**src/rtl/rr_arbiter3.sv**
```systemverilog
// rtl/rr_arbiter3.sv - round-robin arbiter with registered one-hot grant held until done/withdraw
// Optional hold timeout with one-cycle expired pulse when RR_ARB_TIMEOUT_EN is defined.
module rr_arbiter3 #(
    parameter int N        = 3,
    parameter int ID_W     = 2,
    parameter int MAX_HOLD = 8,
    parameter int CNT_W    = 4
) (
    input  logic            clk,
    input  logic            reset_n,
    input  logic [N-1:0]    req,
    input  logic [N-1:0]    done,
    output logic [N-1:0]    gnt,
    output logic [ID_W-1:0] gnt_id,
    output logic            busy,
    output logic            expired
);

    typedef enum logic {
        ST_IDLE  = 1'b0,
        ST_GRANT = 1'b1
    } state_t;

    state_t          state_q, state_d;
    logic [ID_W-1:0] ptr_q, ptr_d;
    logic [ID_W-1:0] gnt_id_q, gnt_id_d;
    logic [N-1:0]    gnt_q, gnt_d;
    logic            expired_q, expired_d;

    logic [N-1:0]    req_hi;
    logic [N-1:0]    req_sel;
    logic [ID_W-1:0] win_id;
    logic [N-1:0]    win_onehot;
    logic            own_done;
    logic            own_req;
    logic            timeout;

    // Requests at or above the pointer win first; otherwise wrap to the lowest set bit.
    always_comb begin
        req_hi = '0;
        for (int i = 0; i < N; i++) begin
            req_hi[i] = req[i] && (ID_W'(i) >= ptr_q);
        end
        req_sel = (|req_hi) ? req_hi : req;
        win_id  = '0;
        for (int i = N - 1; i >= 0; i--) begin
            if (req_sel[i]) begin
                win_id = ID_W'(i);
            end
        end
        win_onehot = {{(N-1){1'b0}}, 1'b1} << win_id;
    end

    assign own_done = |(done & gnt_q);
    assign own_req  = |(req & gnt_q);

`ifdef RR_ARB_TIMEOUT_EN
    logic [CNT_W-1:0] cnt_q, cnt_d;

    assign timeout = (state_q == ST_GRANT) && (cnt_q == CNT_W'(MAX_HOLD - 1));

    always_comb begin
        cnt_d = '0;
        if (state_q == ST_GRANT && state_d == ST_GRANT) begin
            cnt_d = cnt_q + 1'b1;
        end
    end

    always_ff @(posedge clk or negedge reset_n) begin
        if (!reset_n) begin
            cnt_q <= '0;
        end else begin
            cnt_q <= cnt_d;
        end
    end
`else
    logic unused_cfg;

    assign timeout    = 1'b0;
    assign unused_cfg = ^{MAX_HOLD[0], CNT_W[0]};
`endif

    always_comb begin
        state_d   = state_q;
        ptr_d     = ptr_q;
        gnt_d     = gnt_q;
        gnt_id_d  = gnt_id_q;
        expired_d = 1'b0;
        case (state_q)
            ST_IDLE: begin
                if (|req) begin
                    state_d  = ST_GRANT;
                    gnt_d    = win_onehot;
                    gnt_id_d = win_id;
                    ptr_d    = (win_id == ID_W'(N - 1)) ? '0 : win_id + 1'b1;
                end
            end
            ST_GRANT: begin
                if (own_done || !own_req || timeout) begin
                    state_d   = ST_IDLE;
                    gnt_d     = '0;
                    gnt_id_d  = '0;
                    // A normal release on the timeout edge is not reported as expiry.
                    expired_d = timeout && !own_done && own_req;
                end
            end
            default: begin
                state_d = ST_IDLE;
            end
        endcase
    end

    always_ff @(posedge clk or negedge reset_n) begin
        if (!reset_n) begin
            state_q   <= ST_IDLE;
            ptr_q     <= '0;
            gnt_q     <= '0;
            gnt_id_q  <= '0;
            expired_q <= 1'b0;
        end else begin
            state_q   <= state_d;
            ptr_q     <= ptr_d;
            gnt_q     <= gnt_d;
            gnt_id_q  <= gnt_id_d;
            expired_q <= expired_d;
        end
    end

    assign gnt     = gnt_q;
    assign gnt_id  = gnt_id_q;
    assign busy    = (state_q == ST_GRANT);
    assign expired = expired_q;

endmodule

```
**config.mk**
```make
export PLATFORM = sky130hd
export DESIGN_NAME = rr_arbiter3
export DESIGN_NICKNAME = d
export VERILOG_FILES = /design/src/rtl/rr_arbiter3.sv
export SDC_FILE = /design/constraint.sdc
export NUM_CORES = 1
export LEC_CHECK = 0
export ABC_AREA = 1
export ABC_CLOCK_PERIOD_IN_PS = 1990
export BUFFER_PORTS_ARGS = -buffer_cell sky130_fd_sc_hd__buf_2
export CAP_MARGIN = 15
export CORE_AREA = 5 5 42 44
export CTS_BUF_LIST = sky130_fd_sc_hd__clkbuf_4
export CTS_CLUSTER_DIAMETER = 30
export DETAILED_ROUTE_END_ITERATION = 10
export DIE_AREA = 0 0 47 49
export PLACE_DENSITY = 0.59
export RECOVER_POWER = 50
export SETUP_SLACK_MARGIN = 0.5
export SKIP_LAST_GASP = 1
export SLEW_MARGIN = 0
export SYNTH_ARGS = -nofsm -noshare
export SYNTH_HDL_FRONTEND = slang
export SYNTH_SLANG_ARGS = --single-unit
```
**constraint.sdc**
```tcl
create_clock -name clk -period 1.99 [get_ports clk]
set_input_delay 0.398 -clock clk [delete_from_list [all_inputs] [get_ports clk]]
set_output_delay 0.398 -clock clk [all_outputs]
set_load 0.005 [all_outputs]
```
==> results.json, run 1 <==
{
  "status": "finished clean",
  "grt_max_degree": 9,
  "wirelength_um": 915,
  "final_design_area_no_fill_um2": 516.7,
  "synth_top_cell_by_area": "dfrtp_1",
  "pwr-share-clk_pct": 19.0,
  "antenna_found_initial": 0,
  "antenna_left": 0,
  "async_flop_share_pct": 100.0,
  "comb_power_share_pct": 37.5,
  "grt_overflow": 0,
  "worst-path-buf-inv": 1,
  "cts.path.max_buffers": 2,
  "yosys_most_used_dff": "dfrtp_1",
  "synth_common_cells": "nand2_1 (28), dfrtp_1 (8)",
  "die-area_mm2": 0.002303,
  "cp.arrival_ps": 800,
  "drive_gt1_share_pct": 26.03,
  "num_io_pins": 15,
  "track_usage_pct": 9.168,
  "worstPathCellList": "buf_2",
  "worst-path-max-fanout": 4,
  "p_per_area_mw_per_mm2": 1219,
  "rsz0062_at_grt": "no",
  "dpl.hpwl_um": 743.5,
  "syn_area_um2": 410.4,
  "drt_iter0_markers": 2,
  "cts_root_buf": "clkbuf_4",
  "required_ps": 1590,
  "nNetsFinal": 83,
  "worst-setup-path-type": "flop to output pin",
  "final_hold_viol_count": 0,
  "synth_edf_count": 0,
  "synth_cells": 57,
  "min_path_type": "flop to flop",
  "r2r-start": "gnt[1]$_DFFE_PN0P_",
  "vias": 387,
  "tritoncts": "done",
  "reg2reg_to": "gnt_id[0]$_DFFE_PN0P_",
  "layout_min_cycle_time_ps": 1200,
  "gp_congestion": 0.8010,
  "grt_pass1_wl_mm": 1.497,
  "rrSetupSlack_ps": 920,
  "first_pass_iters": 2,
  "skew_ps": 4.084,
  "synthDominantCellAreaShare_pct": 48.78,
  "htreeDepth": 1,
  "syn_to_final_growth_pct": 25.91,
  "vias_per_cell": 4.348,
  "ys_types": 13,
  "cpLargestDelayFamily": "flip-flops",
  "numPortBuffers": 13,
  "clk_latency_ps": 250,
  "tns_ps": 0,
  "fin_ws_ps": 789.8,
  "grt_pass1_vias": 405,
  "n_antenna_cell": 0,
  "numCtsBuffers": 3,
  "max_freq_mhz": 833.2,
  "ys_warn_count": 0,
  "start_util_pct": 29.29,
  "post-route-period-util_pct": 60.31,
  "die_w_um": 47,
  "ir_drop_mv": 0.4368,
  "clkSlewWorstSetupHoldPaths_ps": 50,
  "end_kind": "output pin",
  "synth_nets": 65,
  "synth_most_common_cell": "nand2_1",
  "p_int_mw": 0.3929,
  "syn_area_per_cell_um2": 7.200,
  "cp.depth": 1,
  "crit_end": "gnt[0]",
  "wl_per_cell_um": 10.28,
  "power_switching_mw": 0.2369,
  "critPathLaunch": "gnt[0]$_DFFE_PN0P_",
  "core_area_mm2": 0.001401,
  "p_leak_nw": 0.3175,
  "synth_area_leaders": "dfrtp_1 (49%), nand2_1 (26%), nand2_2 (4.6%)",
  "drc": 0,
  "seqPwrFrac_pct": 43.5,
  "cp_slowest_cell": "dfrtp_1",
  "hp-start": "gnt_id[1]$_DFFE_PN0P_",
  "cts-resized-gates": 0,
  "swShare_pct": 37.61,
  "die-height_um": 49,
  "yosysSeqAreaShare_pct": 48.78,
  "r2r_cells": 6,
  "placed_area_um2": 488.0,
  "slowest_delay_ps": 410,
  "setup_viol": 0,
  "synth-seq-cells": 8,
  "drv_slew": 0,
  "startpoint_type": "flop",
  "post-place-ws_ps": 803.7,
  "cap_violations": 0,
  "cts_sinks": 8,
  "rows": 14
}
[per-stage QoR]
| step | total power, mW | instances | util [%] | hold slack (ps) |
|---|---|---|---|---|
| final | 0.6298 | 89 | 36.88 | 461.7 |
| after detailed placement | 0.5197 | 85 | 34.82 | 246.3 |
| after global placement | 0.5200 | 85 | 34.82 | 245.5 |
| after floorplan | 0.4224 | 57 | - | 102.4 |
| after CTS | 0.6474 | 89 | 37.14 | 466.4 |
| after global routing | 0.6984 | 89 | 36.88 | 478.0 |
[timing repair]
action,CTS,global route
hold buffers,1,0
buffers inserted,0,0
hold endpoints to repair,8,0
[cells by family (layout without fill, tap and decap cells)]
group | Yosys count | count (layout) | share of synthesized area (%)
AND/OR/NAND/NOR | 38 | 38 | 38.41
flip-flops | 8 | 8 | 48.78
buffers and inverters | 6 | 22 | 6.404
AO/OA/AOI/OAI | 4 | 4 | 5.487
other | 1 | 1 | 0.9138
[flip-flops by register name, indices dropped and copies added, names as in the netlist]
signal / count
gnt_id: 2
gnt: 3
busy: 1
ptr_q: 2
[layer usage]
layer	GRT usage [%]	wire (um)	vias up
met4	10.14	12	0
li1	-	-	206
met3	1.476	62	2
met5	0	0	-
met2	12.22	439	7
met1	11.09	400	172
[power by group through the flow]
stage / Clock [mW] / Sequential [mW] / Combinational, mW
floorplan: 0 / 0.275 / 0.148
global placement: 0 / 0.277 / 0.243
detailed placement: 0 / 0.277 / 0.242
CTS: 0.127 / 0.275 / 0.246
global route: 0.136 / 0.284 / 0.278
finish: 0.120 / 0.274 / 0.236
[worst min path at each step]
stage | endpoint | slack, ps | cells past startpoint
after floorplan | busy$_DFF_PN0_ | 100 | 0
after global placement | gnt[2]$_DFFE_PN0P_ | 250 | 1
after detailed placement | gnt[2]$_DFFE_PN0P_ | 250 | 1
after CTS | gnt_id[1]$_DFFE_PN0P_ | 470 | 2
after global routing | gnt_id[1]$_DFFE_PN0P_ | 480 | 2
final | gnt_id[1]$_DFFE_PN0P_ | 460 | 2
[cell type report]
type / instances / area (um2)
inverters: 5 / 18.77
repair buffers: 14 / 73.82
flip-flops and latches: 8 / 200.2
multi-input cells: 43 / 181.4
well taps: 16 / 20.02
fillers: 159 / 884.6
clock buffers: 3 / 22.52
[cells in the final DEF, fill, tap and decap left out, drive strengths merged]
master	synthesis	layout
nand2	31	31
buf	1	12
dfrtp	8	8
inv	5	5
clkbuf	0	4
nand3	3	3
nor2	3	3
a21oi	2	2
nand3b	1	1
o21ai	1	1
a21boi	1	1
conb	1	1
dlygate4sd3	0	1
No activity file was read; power rests on OpenSTA's default activity.
==> run 2: changes to the inputs <==
ABC_AREA = 0   (was 1)
ABC_CLOCK_PERIOD_IN_PS = 1200   (was 1990)
PLACE_DENSITY = 0.63   (was 0.59)
clock period = 1.2 ns   (was 1.99 ns; I/O delays follow)
==> results.json, run 2 <==
{
  "synthDominantCellAreaShare_pct": 43.84,
  "grt_pass1_wl_mm": 1.959,
  "met3WireLength_um": 50,
  "max_freq_mhz": 805.1,
  "wl_met1_um": 552,
  "min_path_type": "input port to flop",
  "synth_top_cell_by_area": "dfrtp_1",
  "final_hold_viol_count": 0,
  "synth-seq-cells": 8,
  "clk_latency_ps": 250,
  "die-area_mm2": 0.002303,
  "yosysSeqAreaShare_pct": 43.84,
  "n_antenna_cell": 0,
  "die_w_um": 47,
  "worst-path-max-fanout": 3,
  "hold_slack_ps": 327.4,
  "mostFrequentLayoutCells": "buf_6 (9), buf_4 (9), dfrtp_1 (8), buf_2 (8)",
  "numPortBuffers": 13,
  "drc": 0,
  "cts_root_buf": "clkbuf_4",
  "drv_slew": 0,
  "wl_met2_um": 555,
  "antenna_found_initial": 0,
  "syn_to_final_growth_pct": 59.73,
  "drt_iter0_markers": 2,
  "vias": 469,
  "ys_warn_count": 0,
  "wl_per_cell_um": 12.63,
  "required_ps": 1320,
  "setup_viol": 7,
  "worst-setup-path-type": "flop to flop",
  "end_kind": "flop",
  "antenna_left": 0,
  "p_leak_nw": 0.3400,
  "dpl.hpwl_um": 900,
  "clkSlewWorstSetupHoldPaths_ps": 50,
  "synth_cells": 51,
  "num_io_pins": 15,
  "grt_overflow": 0,
  "rsz0062_at_grt": "yes",
  "dr.max_layer_used": "met4",
  "yosys_most_used_dff": "dfrtp_1",
  "tns_ps": -239.3,
  "fillerInstances": 136,
  "synth_nets": 59,
  "htreeDepth": 1,
  "synth_common_cells": "dfrtp_1 (8), inv_1 (7), o21ai_1 (6)",
  "ir_drop_mv": 0.9126,
  "layout_min_cycle_time_ps": 1242,
  "die-height_um": 49,
  "skew_ps": 3.494,
  "grt_max_degree": 9,
  "nNetsFinal": 88,
  "synth_most_common_cell": "dfrtp_1",
  "syn_area_um2": 456.7,
  "grt_pass1_vias": 483,
  "status": "complete, but fails checks",
  "post-route-period-util_pct": 103.5,
  "start_util_pct": 32.59,
  "synth_area_leaders": "dfrtp_1 (44%), o21ai_1 (6.6%), inv_1 (5.8%)",
  "numCtsBuffers": 3,
  "track_usage_pct": 11.87,
  "vias_per_cell": 4.989,
  "fin_ws_ps": -42.15,
  "wirelength_mm": 1.187,
  "cp.arrival_ps": 1360,
  "cap_violations": 0,
  "rows": 14,
  "violations": "negative setup slack",
  "syn_area_per_cell_um2": 8.955,
  "tritoncts": "done",
  "core_area_mm2": 0.001401,
  "ys_types": 25,
  "p_per_area_mw_per_mm2": 2245,
  "first_pass_iters": 4,
  "async_flop_share_pct": 100.0,
  "drive_gt1_share_pct": 46.15,
  "largest_register_ff_count": 3,
  "gp_congestion": 0.8230,
  "cts_sinks": 8,
  "synth_edf_count": 0,
  "startpoint_type": "flop",
  "cts.path.max_buffers": 2
}
[run 2: logic make-up (layout without fill, tap and decap cells)]
family | after synthesis | in the layout | synth area share [%]
buf+inv | 11 | 38 | 12.33
compound gates | 18 | 18 | 27.67
other cells | 1 | 1 | 0.8211
simple gates | 13 | 13 | 15.35
flops | 8 | 8 | 43.84
[run 2: worst paths after layout]
kind	startpoint	end	slack, ps	depth (start not counted)
setup / recovery	gnt[0]$_DFFE_PN0P_	busy$_DFF_PN0_	-40	4
hold / removal	done[0]	busy$_DFF_PN0_	330	3
setup reg to reg	gnt[0]$_DFFE_PN0P_	busy$_DFF_PN0_	-40	4
hold reg to reg	gnt_id[0]$_DFFE_PN0P_	gnt_id[0]$_DFFE_PN0P_	520	2
max in group asynchronous	reset_n	busy$_DFF_PN0_	470	2
min in group asynchronous	reset_n	gnt[1]$_DFFE_PN0P_	430	2
[run 2: worst max-delay path, stage by stage, from the launching register on]
cell and delay [ps]:
dfrtp_1 390, a222oi_1 390, buf_4 180, buf_4 90, o32ai_1 70
[run 2: report_power, final]
part | internal [mW] | switching (mW) | total (mW)
Clock | 0.114 | 0.0855 | 0.199
Combinational | 0.568 | 0.390 | 0.958
Sequential | 0.383 | 0.0972 | 0.480
[run 2: routing by layer]
metal	vias up	track usage, %
met5	-	0
met4	0	10.14
met3	4	2.952
met2	11	15.61
met1	220	15.38
li1	234	-
[run 2: stage by stage]
stage	util (%)	instance area (um2)	cells	setup WS (ps)	power, mW
after floorplan	-	488.0	51	8.699	0.8826
after global placement	43.39	608.1	87	-42.57	1.172
after detailed placement	43.39	608.1	87	-68.43	1.188
after CTS	50.80	711.9	93	-52.47	1.609
after global routing	52.05	729.5	94	-88.94	1.758
final	52.05	729.5	94	-42.15	1.637
[run 2: area by class of cell]
| class | instances | area, um2 | area share (%) |
|---|---|---|---|
| multi-input combinational | 32 | 237.7 | 32.59 |
| timing repair buffer | 28 | 222.7 | 30.53 |
| sequential | 8 | 200.2 | 27.44 |
| inverter | 7 | 26.28 | 3.602 |
| clock buffer | 3 | 22.52 | 3.087 |
| tap | 16 | 20.02 | 2.744 |
[run 2: timing repair]
action                                  in CTS  in global routing
resized for setup                           11                  2
hold buffers                                 1                  0
setup buffers                                2                  1
hold endpoints to repair                     8                  0
pin swaps                                    5                  5
endpoints found under the setup margin      14                 14
==> run 3: changes to the inputs <==
ABC_AREA = 1   (was 0)
PLACE_DENSITY = 0.59   (was 0.63)
==> results.json, run 3 (synthesis results as in run 1) <==
{
  "drv_slew": 0,
  "antenna_left": 0,
  "cap_violations": 0,
  "largest_register_ff_count": 3,
  "clkSlewWorstSetupHoldPaths_ps": 60,
  "pwr-share-clk_pct": 16.6,
  "cts_sinks": 8,
  "cpLargestDelayFamily": "flip-flops",
  "seqPwrFrac_pct": 38.9,
  "track_usage_pct": 10.95,
  "ir_drop_mv": 1.131,
  "first_pass_iters": 2,
  "final_hold_viol_count": 0,
  "slowest_delay_ps": 410,
  "cts.path.max_buffers": 2,
  "setup_viol": 0,
  "min_path_type": "input port to flop",
  "num_io_pins": 15,
  "swShare_pct": 39.23,
  "gp_congestion": 0.7611,
  "htreeDepth": 1,
  "end_kind": "output pin",
  "wirelength_um": 994,
  "mostFrequentLayoutCells": "nand2_1 (26), buf_2 (11), dfrtp_1 (8), inv_2 (5), nand2_2 (4)",
  "wl_per_cell_um": 10.80,
  "status": "finished clean",
  "comb_power_share_pct": 44.4,
  "power_switching_mw": 0.4690,
  "grt_pass1_wl_mm": 1.807,
  "required_ps": 960,
  "vias": 414,
  "worst-setup-path-type": "flop to output pin",
  "antenna_found_initial": 0,
  "grt_pass1_vias": 427,
  "layout_min_cycle_time_ps": 1036,
  "p_int_mw": 0.7265,
  "die-height_um": 49,
  "rsz0062_at_grt": "yes",
  "skew_ps": 8.322,
  "start_util_pct": 29.29,
  "rows": 14,
  "nNetsFinal": 86,
  "numCtsBuffers": 3,
  "cts_root_buf": "clkbuf_4",
  "worst-path-max-fanout": 4,
  "fillerInstances": 140,
  "die_w_um": 47,
  "layout.cells.non_filler": 92,
  "dpl.hpwl_um": 769.8,
  "numPortBuffers": 13,
  "max_freq_mhz": 965.1,
  "drive_gt1_share_pct": 42.11,
  "tns_ps": 0,
  "syn_to_final_growth_pct": 40.85,
  "grt_overflow": 0,
  "final_common_cell": "nand2_1",
  "place_inst": 85,
  "grt_max_degree": 9,
  "startpoint_type": "flop",
  "clk_latency_ps": 250,
  "drt_iter0_markers": 1,
  "worstPathCellList": "buf_2",
  "die-area_mm2": 0.002303,
  "vias_per_cell": 4.500,
  "worst-path-buf-inv": 1,
  "p_per_area_mw_per_mm2": 2068,
  "cp_slowest_cell": "dfrtp_1",
  "drc": 0,
  "n_antenna_cell": 0,
  "post-route-period-util_pct": 86.35,
  "tritoncts": "done",
  "cp.arrival_ps": 800,
  "core_area_mm2": 0.001401,
  "p_leak_nw": 0.3315
}
## run 3: cell count changes in the layout (fill, tap and decap cells not counted), sizes merged, moves of 2 or more
cell     delta
o2111ai     -2
o21ai       -7
nand3       +3
inv         -2
nor3        -2
buf        -12
nand2      +29
nand2b      -2
## run 3: worst paths after layout
check / startpoint / to / slack [ps] / depth (start not counted)
min in group asynchronous: reset_n / gnt[1]$_DFFE_PN0P_ / 440 / 2
setup / recovery: gnt[0]$_DFFE_PN0P_ / gnt[0] / 160 / 1
setup reg to reg: ptr_q[1]$_DFFE_PN0P_ / gnt[0]$_DFFE_PN0P_ / 180 / 6
hold reg to reg: gnt_id[1]$_DFFE_PN0P_ / gnt_id[1]$_DFFE_PN0P_ / 480 / 2
hold / removal: done[0] / busy$_DFF_PN0_ / 320 / 4
max in group asynchronous: reset_n / ptr_q[0]$_DFFE_PN0P_ / 440 / 2
## run 3: stage by stage
step	setup WS, ps	util, %	hold WS (ps)	total power [mW]	area, um2
finish	163.8	41.25	320.9	1.196	578.1
global route	77.68	41.25	358.9	1.327	578.1
CTS	154.5	39.82	313.7	1.171	558.0
detailed placement	106.3	35.54	89.72	0.8898	498.0
global placement	125.0	35.54	88.03	0.8855	498.0
floorplan	277.1	-	-55.59	0.7247	420.4
## run 3: power groups by stage
stage	Combinational [mW]	Clock (mW)	Sequential [mW]
after floorplan	0.261	0	0.464
after global placement	0.417	0	0.468
after detailed placement	0.422	0	0.468
after CTS	0.496	0.209	0.466
after global routing	0.614	0.232	0.481
final	0.531	0.199	0.465
## run 3: final cells by class
cell class                 instances  area [um2]  area share [%]
sequential                         8       200.2           34.63
tap                               16       20.02           3.463
inverter                           5       18.77           3.247
clock buffer                       3       22.52           3.896
timing repair buffer              17       95.09           16.45
multi-input combinational         43       221.5           38.31
## run 3: repair_timing
action | 4_1_cts | 5_1_grt
buffers inserted | 2 | 1
setup endpoints to repair | 14 | 14
resized for setup | 4 | 4
hold endpoints to repair | 8 | 0
hold buffers | 1 | 0
pin swaps | 6 | 8
## run 3: layer usage
metal	vias to the layer above	routed length, um	GRT usage (%)
li1	214	-	-
met1	188	419	12.44
met2	10	504	16.29
met3	2	55	6.273
met4	0	14	4.608
met5	-	0	0
